**config.mk**
```make
export PLATFORM = sky130hd
export DESIGN_NAME = mem_port_arbiter
export DESIGN_NICKNAME = d
export VERILOG_FILES = /design/src/rtl/mem_port_arbiter.sv
export SDC_FILE = /design/constraint.sdc
export NUM_CORES = 1
export LEC_CHECK = 0
export BUFFER_PORTS_ARGS = -buffer_cell sky130_fd_sc_hd__buf_4
export CORE_AREA = 5 5 128 130
export CTS_CLUSTER_SIZE = 12
export DETAILED_ROUTE_END_ITERATION = 8
export DIE_AREA = 0 0 133 135
export GPL_ROUTABILITY_DRIVEN = 0
export PLACE_DENSITY = 0.47
export SETUP_SLACK_MARGIN = 0.02
export SLEW_MARGIN = 20
export SYNTH_ARGS = -nofsm -noshare
export SYNTH_HDL_FRONTEND = slang
export SYNTH_SLANG_ARGS = --single-unit
export TNS_END_PERCENT = 50
```
**constraint.sdc**
```tcl
create_clock -name clk -period 1.7 [get_ports clk]
set_input_delay 0.51 -clock clk [delete_from_list [all_inputs] [get_ports clk]]
set_output_delay 0.51 -clock clk [all_outputs]
set_load 0.01 [all_outputs]
```
**src/rtl/mem_port_arbiter.sv**
```systemverilog
// rtl/mem_port_arbiter.sv - single SRAM port arbiter between IF fetch and EX data access
//
// Shares one synchronous SRAM port between instruction fetch (IF) and data
// access (EX). EX wins conflicts unless IF has been refused STARVE_MAX
// consecutive cycles, in which case IF wins one conflict. The owner of the
// outstanding read is tracked so the returning mem_rdata (one cycle after
// the address) is routed to the right requester.
//
// Optional feature macro: ARB_PERF_CNT_EN (conflict / override counters).
//
// Ports:
//   clk, rst                     clock, asynchronous active-low reset
//   if_req/if_addr               IF read request
//   if_gnt/if_rvalid/if_rdata    IF grant and read return
//   ex_req/ex_wen/ex_addr/ex_wdata  EX request (ex_wen==0 is a read)
//   ex_gnt/ex_rvalid/ex_rdata    EX grant and read return
//   mem_en/mem_wen/mem_addr/mem_wdata/mem_rdata  shared SRAM port
//   stallreq                     a requester was refused this cycle
//   conflict_cnt/override_cnt    performance counters (0 unless enabled)

module mem_port_arbiter #(
    parameter int STARVE_MAX = 4,
    parameter int CNT_W      = 32
) (
    input  logic             clk,
    input  logic             rst,
    input  logic             if_req,
    input  logic [31:0]      if_addr,
    output logic             if_gnt,
    output logic             if_rvalid,
    output logic [31:0]      if_rdata,
    input  logic             ex_req,
    input  logic [3:0]       ex_wen,
    input  logic [31:0]      ex_addr,
    input  logic [31:0]      ex_wdata,
    output logic             ex_gnt,
    output logic             ex_rvalid,
    output logic [31:0]      ex_rdata,
    output logic             mem_en,
    output logic [3:0]       mem_wen,
    output logic [31:0]      mem_addr,
    output logic [31:0]      mem_wdata,
    input  logic [31:0]      mem_rdata,
    output logic             stallreq,
    output logic [CNT_W-1:0] conflict_cnt,
    output logic [CNT_W-1:0] override_cnt
);

    // A zero-width counter is not legal; with STARVE_MAX==0 a 1-bit
    // counter that never leaves 0 is kept instead.
    localparam int SC_W = (STARVE_MAX > 0) ? $clog2(STARVE_MAX + 1) : 1;
    localparam logic [SC_W-1:0] SC_MAX = SC_W'(STARVE_MAX);

    typedef enum logic [1:0] {
        OWN_NONE = 2'd0,
        OWN_IF   = 2'd1,
        OWN_EX   = 2'd2
    } owner_e;

    owner_e          owner_q, owner_d;
    logic [SC_W-1:0] starve_q, starve_d;
    logic            force_if;

    assign force_if = (STARVE_MAX != 0) && if_req && ex_req && (starve_q == SC_MAX);
    assign if_gnt   = if_req && (!ex_req || force_if);
    assign ex_gnt   = ex_req && !if_gnt;
    assign stallreq = (if_req && !if_gnt) || (ex_req && !ex_gnt);

    always_comb begin
        mem_en    = 1'b0;
        mem_wen   = 4'h0;
        mem_addr  = 32'h0;
        mem_wdata = 32'h0;
        if (if_gnt) begin
            mem_en   = 1'b1;
            mem_addr = if_addr;
        end else if (ex_gnt) begin
            mem_en    = 1'b1;
            mem_wen   = ex_wen;
            mem_addr  = ex_addr;
            mem_wdata = ex_wdata;
        end
    end

    always_comb begin
        starve_d = '0;
        if (if_req && !if_gnt) begin
            starve_d = (starve_q == SC_MAX) ? starve_q : starve_q + 1'b1;
        end
    end

    // Writes produce no return data, so they leave the port unowned.
    always_comb begin
        owner_d = OWN_NONE;
        if (if_gnt) begin
            owner_d = OWN_IF;
        end else if (ex_gnt && (ex_wen == 4'h0)) begin
            owner_d = OWN_EX;
        end
    end

    always_ff @(posedge clk or negedge rst) begin
        if (!rst) begin
            owner_q  <= OWN_NONE;
            starve_q <= '0;
        end else begin
            owner_q  <= owner_d;
            starve_q <= starve_d;
        end
    end

    // Return path decodes the owner register directly, so an asynchronous
    // reset kills rvalid immediately.
    assign if_rvalid = (owner_q == OWN_IF);
    assign ex_rvalid = (owner_q == OWN_EX);
    assign if_rdata  = if_rvalid ? mem_rdata : 32'h0;
    assign ex_rdata  = ex_rvalid ? mem_rdata : 32'h0;

`ifdef ARB_PERF_CNT_EN
    logic [CNT_W-1:0] conflict_q;
    logic [CNT_W-1:0] override_q;

    always_ff @(posedge clk or negedge rst) begin
        if (!rst) begin
            conflict_q <= '0;
            override_q <= '0;
        end else begin
            conflict_q <= conflict_q + CNT_W'(if_req && ex_req);
            override_q <= override_q + CNT_W'(force_if);
        end
    end

    assign conflict_cnt = conflict_q;
    assign override_cnt = override_q;
`else
    assign conflict_cnt = '0;
    assign override_cnt = '0;
`endif

endmodule

```
==> metrics, run 1 <==
status=finished with violations; failing checks=setup timing; WL final=10900 um; worst-path fanout max=7; gate count of the mapped netlist=317; clock sink count=5; Setup-failing EPs final=134; synth warn=0; n_diodes=0; Ports=338; CTS H-tree lvls=1; crit path DAT=1.52 ns; number of synthesized flops with an enable pin=0; Core Footprint=15000 sq um; post-DR wirelength/cell=14.0 um; total power=1.58 mW; CTS tree=yes; Synth Area per Inst=6.92 sq um; PwrDens=329 nW/um^2; grt total ovfl=0; Seq/Total Area, Yosys=0.0570; die span in y=135 um; Layout area overhead=118%; max-cap viol count=0; Post-DP Area=4440 sq um; initial core utilization=0.146; vias per cell=3.88; number of instances in the placed design=768; crit path launch type=flop; FF/Latch Area=125 sq um; Starting DRT DRC Count=48; Final Hold Fails=0; fraction of layout cells with a size suffix above 1=0.587; leakage power=2.60 nW; # port buffers=273; Max clock buf depth=2; setup TNS=-23.66 ns; Post-Layout Cell Count=777; required time worst endpoint=1.19 ns; most frequent cells in the layout=258 x buf_4, 66 x nand2_1, 64 x and2_1, 64 x conb_1, 34 x and3_1; Async SR Flop Fraction=1.00; Antenna Nets Post-Route=0; DRC=0; FMAX=0.493 GHz; first-pass GRT wire length=15900 um; Yosys reg bits=5; Num CTS Buffers=3; Cell Area, Synth=2190 sq um; first drt pass iteration count=4; Nets=728; gr usage total=0.108; commonest non-fill, non-tap cell in the layout=buf_4; RR Startpoint=starve_q[1]; worst skew pair latency=0.23 ns; post-route cell area=4790 sq um; worst slack, placed=-0.221 ns; vias=3015; final worst setup slack=-0.328 ns; DP Wirelength=9160 um; cts hold-fix bufs=0; hold_ws=0.0803 ns; clk root buf=clkbuf_16; type of the worst min-delay path=input port to asynchronous set/reset pin; Synth Flop Type=dfrtp_1; Clock transition at path regs=0.03 ns; Max Slew Vio Count=0; Die X-Extent=133 um; area taken by multi-input logic gates=1830 sq um; die area=18000 sq um; minimum clock period=2.03 ns; Worst Setup SP=starve_q[1]; via count of the first global-routing pass=3178; unrepaired setup endpoints after global routing=yes; Max VDD drop=0.250 mV; Final Skew=0.00118 ns; final core occ=0.319; Reg2Reg Capture Point=starve_q[2]; initial antenna violation count=0; Fillers=1589; period utilization=1.19; critical path type=flop to output port; maximum number of pins on one net before global-route repair=50; FF-to-FF setup slack=0.29 ns; # rows=45; Reg2Reg Depth=6; Distinct cells, synth=24; Worst Setup End Kind=output port
[timing repair]
| item | in CTS | in global routing |
|---|---|---|
| pin swaps | 24 | 11 |
| setup endpoints to repair | 135 | 137 |
| gates cloned | 1 | 2 |
| buffers inserted | 3 | 1 |
| gates resized for setup | 36 | 11 |
[sequential cells by signal, summed over array words and instances (netlist names)]
register,cells
owner_q,2
starve_q,3
[worst max-delay path, stage by stage, from the launching register on]
cell	delay (ns)
dfrtp_1	0.38
inv_2	0.07
ha_4	0.16
and3_4	0.28
buf_12	0.17
o22ai_2	0.08
buf_4	0.14
[final cells by class]
cell class / instances / share of cell area
well taps: 188 / 0.0491
clock buffers: 4 / 0.0165
repair buffers: 298 / 0.524
flip-flops and latches: 5 / 0.0261
inverters: 3 / 0.00235
multi-input cells: 279 / 0.382
[worst max path at each step]
stage / to / cells after the start
global route: mem_addr[31] / 6
detailed placement: mem_addr[25] / 5
finish: mem_addr[19] / 6
floorplan: mem_addr[12] / 6
global placement: mem_addr[31] / 5
CTS: mem_addr[8] / 7
[cell families after synthesis]
family          count (synthesis)  share of synthesized area
fa+ha+maj                       2                     0.0114
other cells                     1                    0.00171
flops                           5                     0.0570
simple gates                  179                      0.440
compound gates                 34                      0.184
buf+inv                        96                      0.305
[cell usage after synthesis, types with 2 or more instances]
master / count / area share
o22ai_2: 30 / 0.17
dfrtp_1: 5 / 0.057
inv_1: 3 / 0.0051
ha_1: 2 / 0.011
clkbuf_1: 11 / 0.019
nor2b_1: 2 / 0.0057
buf_4: 65 / 0.22
buf_6: 7 / 0.036
and2_1: 65 / 0.19
nand2_1: 66 / 0.11
buf_2: 10 / 0.023
and3_1: 38 / 0.11
o22ai_1: 2 / 0.0057
[power breakdown]
group          leakage [nW]  total (mW)  internal (mW)  switching (mW)
clock                0.0382       0.394          0.311          0.0824
sequential           0.0676       0.126          0.124         0.00218
combinational          2.49        1.06          0.600           0.456
total                  2.60        1.58           1.03           0.541
[per-layer routing]
layer,GRT usage,up-vias,wire (um)
met1,0.0978,1331,3280
met2,0.212,213,5950
li1,-,1453,-
met5,0,-,0
met4,0.0497,0,342
met3,0.0387,18,1310
Note: power is estimated with default switching activity, not from simulation.
==> inputs of run 2 (changes only) <==
Settings changed: CTS_BUF_LIST set to sky130_fd_sc_hd__clkbuf_4 sky130_fd_sc_hd__clkbuf_8.
==> run 2 against run 1 <==
  * The flow still finishes with violations (setup timing)
  * Non-clock buffer count grew 1
  * Via count grew 0.17%
  * First-iteration DRC count grew 4.2%
  * Clock power shrank 40%
  * Total power shrank 9.7%
  * Clock skew grew 0.0026 ns
  * Design area shrank 0.47%
  * Largest power group unchanged
  * Highest routed layer unchanged
==> metrics, run 2 (synthesized netlist as in run 1, its figures left out) <==
status=finished with violations; failing checks=setup timing; initial core utilization=0.146; fraction of layout cells with a size suffix above 1=0.590; Num CTS Buffers=3; Final Hold Fails=0; crit path DAT=1.50 ns; n_diodes=0; Worst Setup EP=mem_addr[19]; area taken by multi-input logic gates=1830 sq um; first-pass GRT wire length=15900 um; PwrDens=298 nW/um^2; leakage power=2.59 nW; Most flops, register=starve_q; Fillers=1588; Die X-Extent=133 um; Max stage delay on crit path=0.38 ns; Starting DRT DRC Count=50; initial antenna violation count=0; critical path depth=6; # port buffers=273; Clock transition at path regs=0.04 ns; Post-DP Area=4440 sq um; FF-to-FF setup slack=0.16 ns; post-route cell area=4770 sq um; worst slack, placed=-0.221 ns; unrepaired setup endpoints after global routing=yes; worst-path fanout max=7; FF/Latch Area=125 sq um; vias per cell=3.88; critical path type=flop to output port; commonest non-fill, non-tap cell in the layout=buf_4; Max VDD drop=0.156 mV; gr usage total=0.108; Antenna Nets Post-Route=0; Worst Path Buf+Inv=3; Core Footprint=15000 sq um; WL final=10900 um; CTS tree=yes; Worst Setup End Kind=output port; worst skew pair latency=0.22 ns; most frequent cells in the layout=259 x buf_4, 66 x nand2_1, 64 x and2_1, 64 x conb_1, 34 x and3_1; final worst setup slack=-0.315 ns; crit path cell chain=inv_2, ha_4, and3_4, buf_12, o22ai_2, buf_4; crit-path leading delay family=flip-flops; Layout area overhead=117%; max-cap viol count=0; required time worst endpoint=1.19 ns; Ports=338; setup TNS=-22.51 ns; die area=18000 sq um; vias=3020; Post-Layout Cell Count=778; Max clock buf depth=2; grt met1 use=0.0978; Final Skew=0.00373 ns; # rows=45; Max Slew Vio Count=0; Reg2Reg Depth=7; total power=1.42 mW; die span in y=135 um; clk root buf=clkbuf_8; DP Wirelength=9160 um; Reg2Reg Capture Point=starve_q[2]; number of instances in the placed design=768; post-DR wirelength/cell=14.0 um; first drt pass iteration count=4; clock sink count=5; Worst Setup SP=starve_q[1]; slowest CP cell=dfrtp_1; maximum number of pins on one net before global-route repair=50; type of the worst min-delay path=input port to asynchronous set/reset pin; minimum clock period=2.01 ns; period utilization=1.19; final core occ=0.317; Largest register FFs=3; Nets=729; FMAX=0.496 GHz; busiest layer in global routing=met2; met3 Usage GRT=0.0387; DRC=0; hold_ws=0.0830 ns; RR Startpoint=starve_q[1]; crit path launch type=flop; GR Layer Usage met2=0.213; Largest regs=starve_q: 3 flops, owner_q: 2 flops; via count of the first global-routing pass=3177; grt total ovfl=0; Setup-failing EPs final=134; CTS H-tree lvls=1
run 2: cell types whose count changed in the layout (fill, tap and decap cells not counted), sizes merged:
cell and delta:
buf +1
run 2: cell type report:
class                   count  area share
flip-flops and latches      5      0.0262
inverters                   3     0.00236
clock buffers               4      0.0102
repair buffers            299       0.528
multi-input cells         279       0.384
well taps                 188      0.0493
run 2: power by group:
part           internal [mW]  switching (mW)  total [mW]
logic                  0.602           0.457        1.06
clock network          0.177          0.0613       0.238
registers              0.124         0.00219       0.126
total                  0.902           0.520        1.42
run 2: worst min-delay path by stage:
stage	slack, ns	from	to	cells after the start
3_5_place_dp	0.32	rst	starve_q[2]	1
2_1_floorplan	0.21	rst	owner_q[0]	0
5_1_grt	0.09	rst	starve_q[2]	1
6_report	0.08	rst	starve_q[2]	1
3_3_place_gp	0.32	rst	starve_q[2]	1
4_1_cts	0.08	rst	starve_q[2]	1
run 2: routing by layer:
layer  share of wire  routed length, um
met5               0                  0
met3            0.12               1290
met1            0.30               3310
met4           0.032                347
met2            0.55               5940
run 2: what timing repair did:
| action | 4_1_cts | 5_1_grt |
|---|---|---|
| hold buffers | 0 | 0 |
| buffers inserted | 3 | 2 |
| cloned | 1 | 2 |
| pin swaps | 24 | 11 |
| resized for setup | 36 | 11 |
| hold endpoints to repair | 0 | 0 |
| setup endpoints to repair | 135 | 137 |
==> inputs of run 3 (changes only) <==
Settings changed: PLACE_DENSITY 0.47 to 0.45.
Clock period 1.7 ns to 1.9 ns, I/O delays scaled along.
==> run 3 against run 2 <==
  * The flow still finishes with violations (setup timing)
  * Via count down 2.9%
  * Clock skew shrank 0.0035 ns
  * Clock power shrank 12%
  * Routed wire length shrank 2.9%
==> metrics, run 3 (synthesized netlist as in run 1, its figures left out) <==
Setup-failing EPs final=70; Worst Setup End Kind=output port; grt total ovfl=0; unrepaired setup endpoints after global routing=yes; # port buffers=273; required time worst endpoint=1.33 ns; die span in y=135 um; Antenna Nets Post-Route=0; crit path cell chain=inv_2, ha_4, buf_6, a21boi_4, buf_12, clkbuf_16, o22ai_2, buf_4; worst slack, placed=-0.119 ns; Final Skew=0.000181 ns; worst skew pair latency=0.22 ns; critical path type=flop to output port; Die X-Extent=133 um; Final Hold Fails=0; DP Wirelength=8910 um; maximum number of pins on one net before global-route repair=39; Num CTS Buffers=3; vias per cell=3.78; n_diodes=0; gr usage total=0.0995; initial core utilization=0.146; Max stage delay on crit path=0.36 ns; Largest register FFs=3; minimum clock period=2.15 ns; Worst Path Buf+Inv=5; clk root buf=clkbuf_8; # rows=45; slowest CP cell=dfrtp_1; fraction of layout cells with a size suffix above 1=0.604; final worst setup slack=-0.250 ns; CTS tree=yes; Max Slew Vio Count=0; grt met1 use=0.0989; max-cap viol count=0; met3 Usage GRT=0.0376; type of the worst min-delay path=input port to asynchronous set/reset pin; GR Layer Usage met2=0.199; post-DR wirelength/cell=13.6 um; failing checks=setup timing; CTS H-tree lvls=1; Ports=338; Layout area overhead=111%; first-pass GRT wire length=14800 um; commonest non-fill, non-tap cell in the layout=buf_4; RR Startpoint=starve_q[0]; Nets=727; Core Footprint=15000 sq um; Max clock buf depth=2; vias=2932; die area=18000 sq um; final core occ=0.308; crit path launch type=flop; Reg2Reg Depth=8; most frequent cells in the layout=273 x buf_4, 66 x nand2_1, 64 x conb_1; leakage power=2.59 nW; Clock transition at path regs=0.04 ns; critical path depth=8; busiest layer in global routing=met2; first drt pass iteration count=4; Starting DRT DRC Count=49; via count of the first global-routing pass=2846; Most flops, register=starve_q; worst-path fanout max=5; period utilization=1.13; FMAX=0.465 GHz; post-route cell area=4640 sq um; status=finished with violations; Largest regs=starve_q: 3 flops, owner_q: 2 flops; crit-path leading delay family=buffers and inverters; crit path DAT=1.58 ns; Max VDD drop=0.121 mV; DRC=0; WL final=10600 um; Post-DP Area=4340 sq um; clock sink count=5; Worst Setup SP=starve_q[0]; initial antenna violation count=0; PwrDens=262 nW/um^2
run 3: worst reg2reg max path: cells and delay by family (launching register included):
| family | cells | cell delay, ns |
|---|---|---|
| buf+inv | 5 | 0.59 |
| flops | 1 | 0.36 |
| fa+ha+maj | 1 | 0.17 |
| compound gates | 1 | 0.16 |
| simple gates | 1 | 0.04 |
run 3: area by class of cell:
| type | instances | area [sq um] |
|---|---|---|
| clock buffers | 4 | 48.8 |
| flip-flops and latches | 5 | 125 |
| well taps | 188 | 235 |
| multi-input cells | 279 | 1760 |
| inverters | 3 | 11.3 |
| repair buffers | 297 | 2450 |
| fillers | 1598 | 10400 |
run 3: metal layers:
| layer | share of wire | up-vias |
|---|---|---|
| li1 | - | 1447 |
| met4 | 0.0065 | 0 |
| met3 | 0.11 | 6 |
| met5 | 0 | - |
| met1 | 0.32 | 1299 |
| met2 | 0.56 | 180 |
run 3: report_power, final:
group          internal (mW)  switching, mW
clock network          0.158         0.0506
registers              0.111        0.00195
logic                  0.510          0.382
run 3: through the flow:
step	setup TNS, ns	cells	total power, mW	hold slack, ns
finish	-16.04	776	1.21	0.147
global route	-20.57	776	1.30	0.143
CTS	-16.28	776	1.20	0.141
detailed placement	-6.65	767	0.953	0.376
global placement	-4.93	767	0.947	0.376
floorplan	0	380	0.551	0.274
run 3: final timing paths:
path / to / slack, ns
setup / recovery: mem_addr[19] / -0.25
hold / removal: starve_q[2] / 0.15
setup reg to reg: owner_q[0] / 0.47
hold reg to reg: starve_q[0] / 0.56
max in group asynchronous: owner_q[0] / 1.65
min in group clk: starve_q[0] / 0.56
run 3: what timing repair did:
action                                  CTS  global route
endpoints found under the setup margin   70            79
hold buffers                              0             0
gates resized for setup                  14            33
pin swaps                                 1             3
cloned                                    1             2
buffers inserted                          4             1
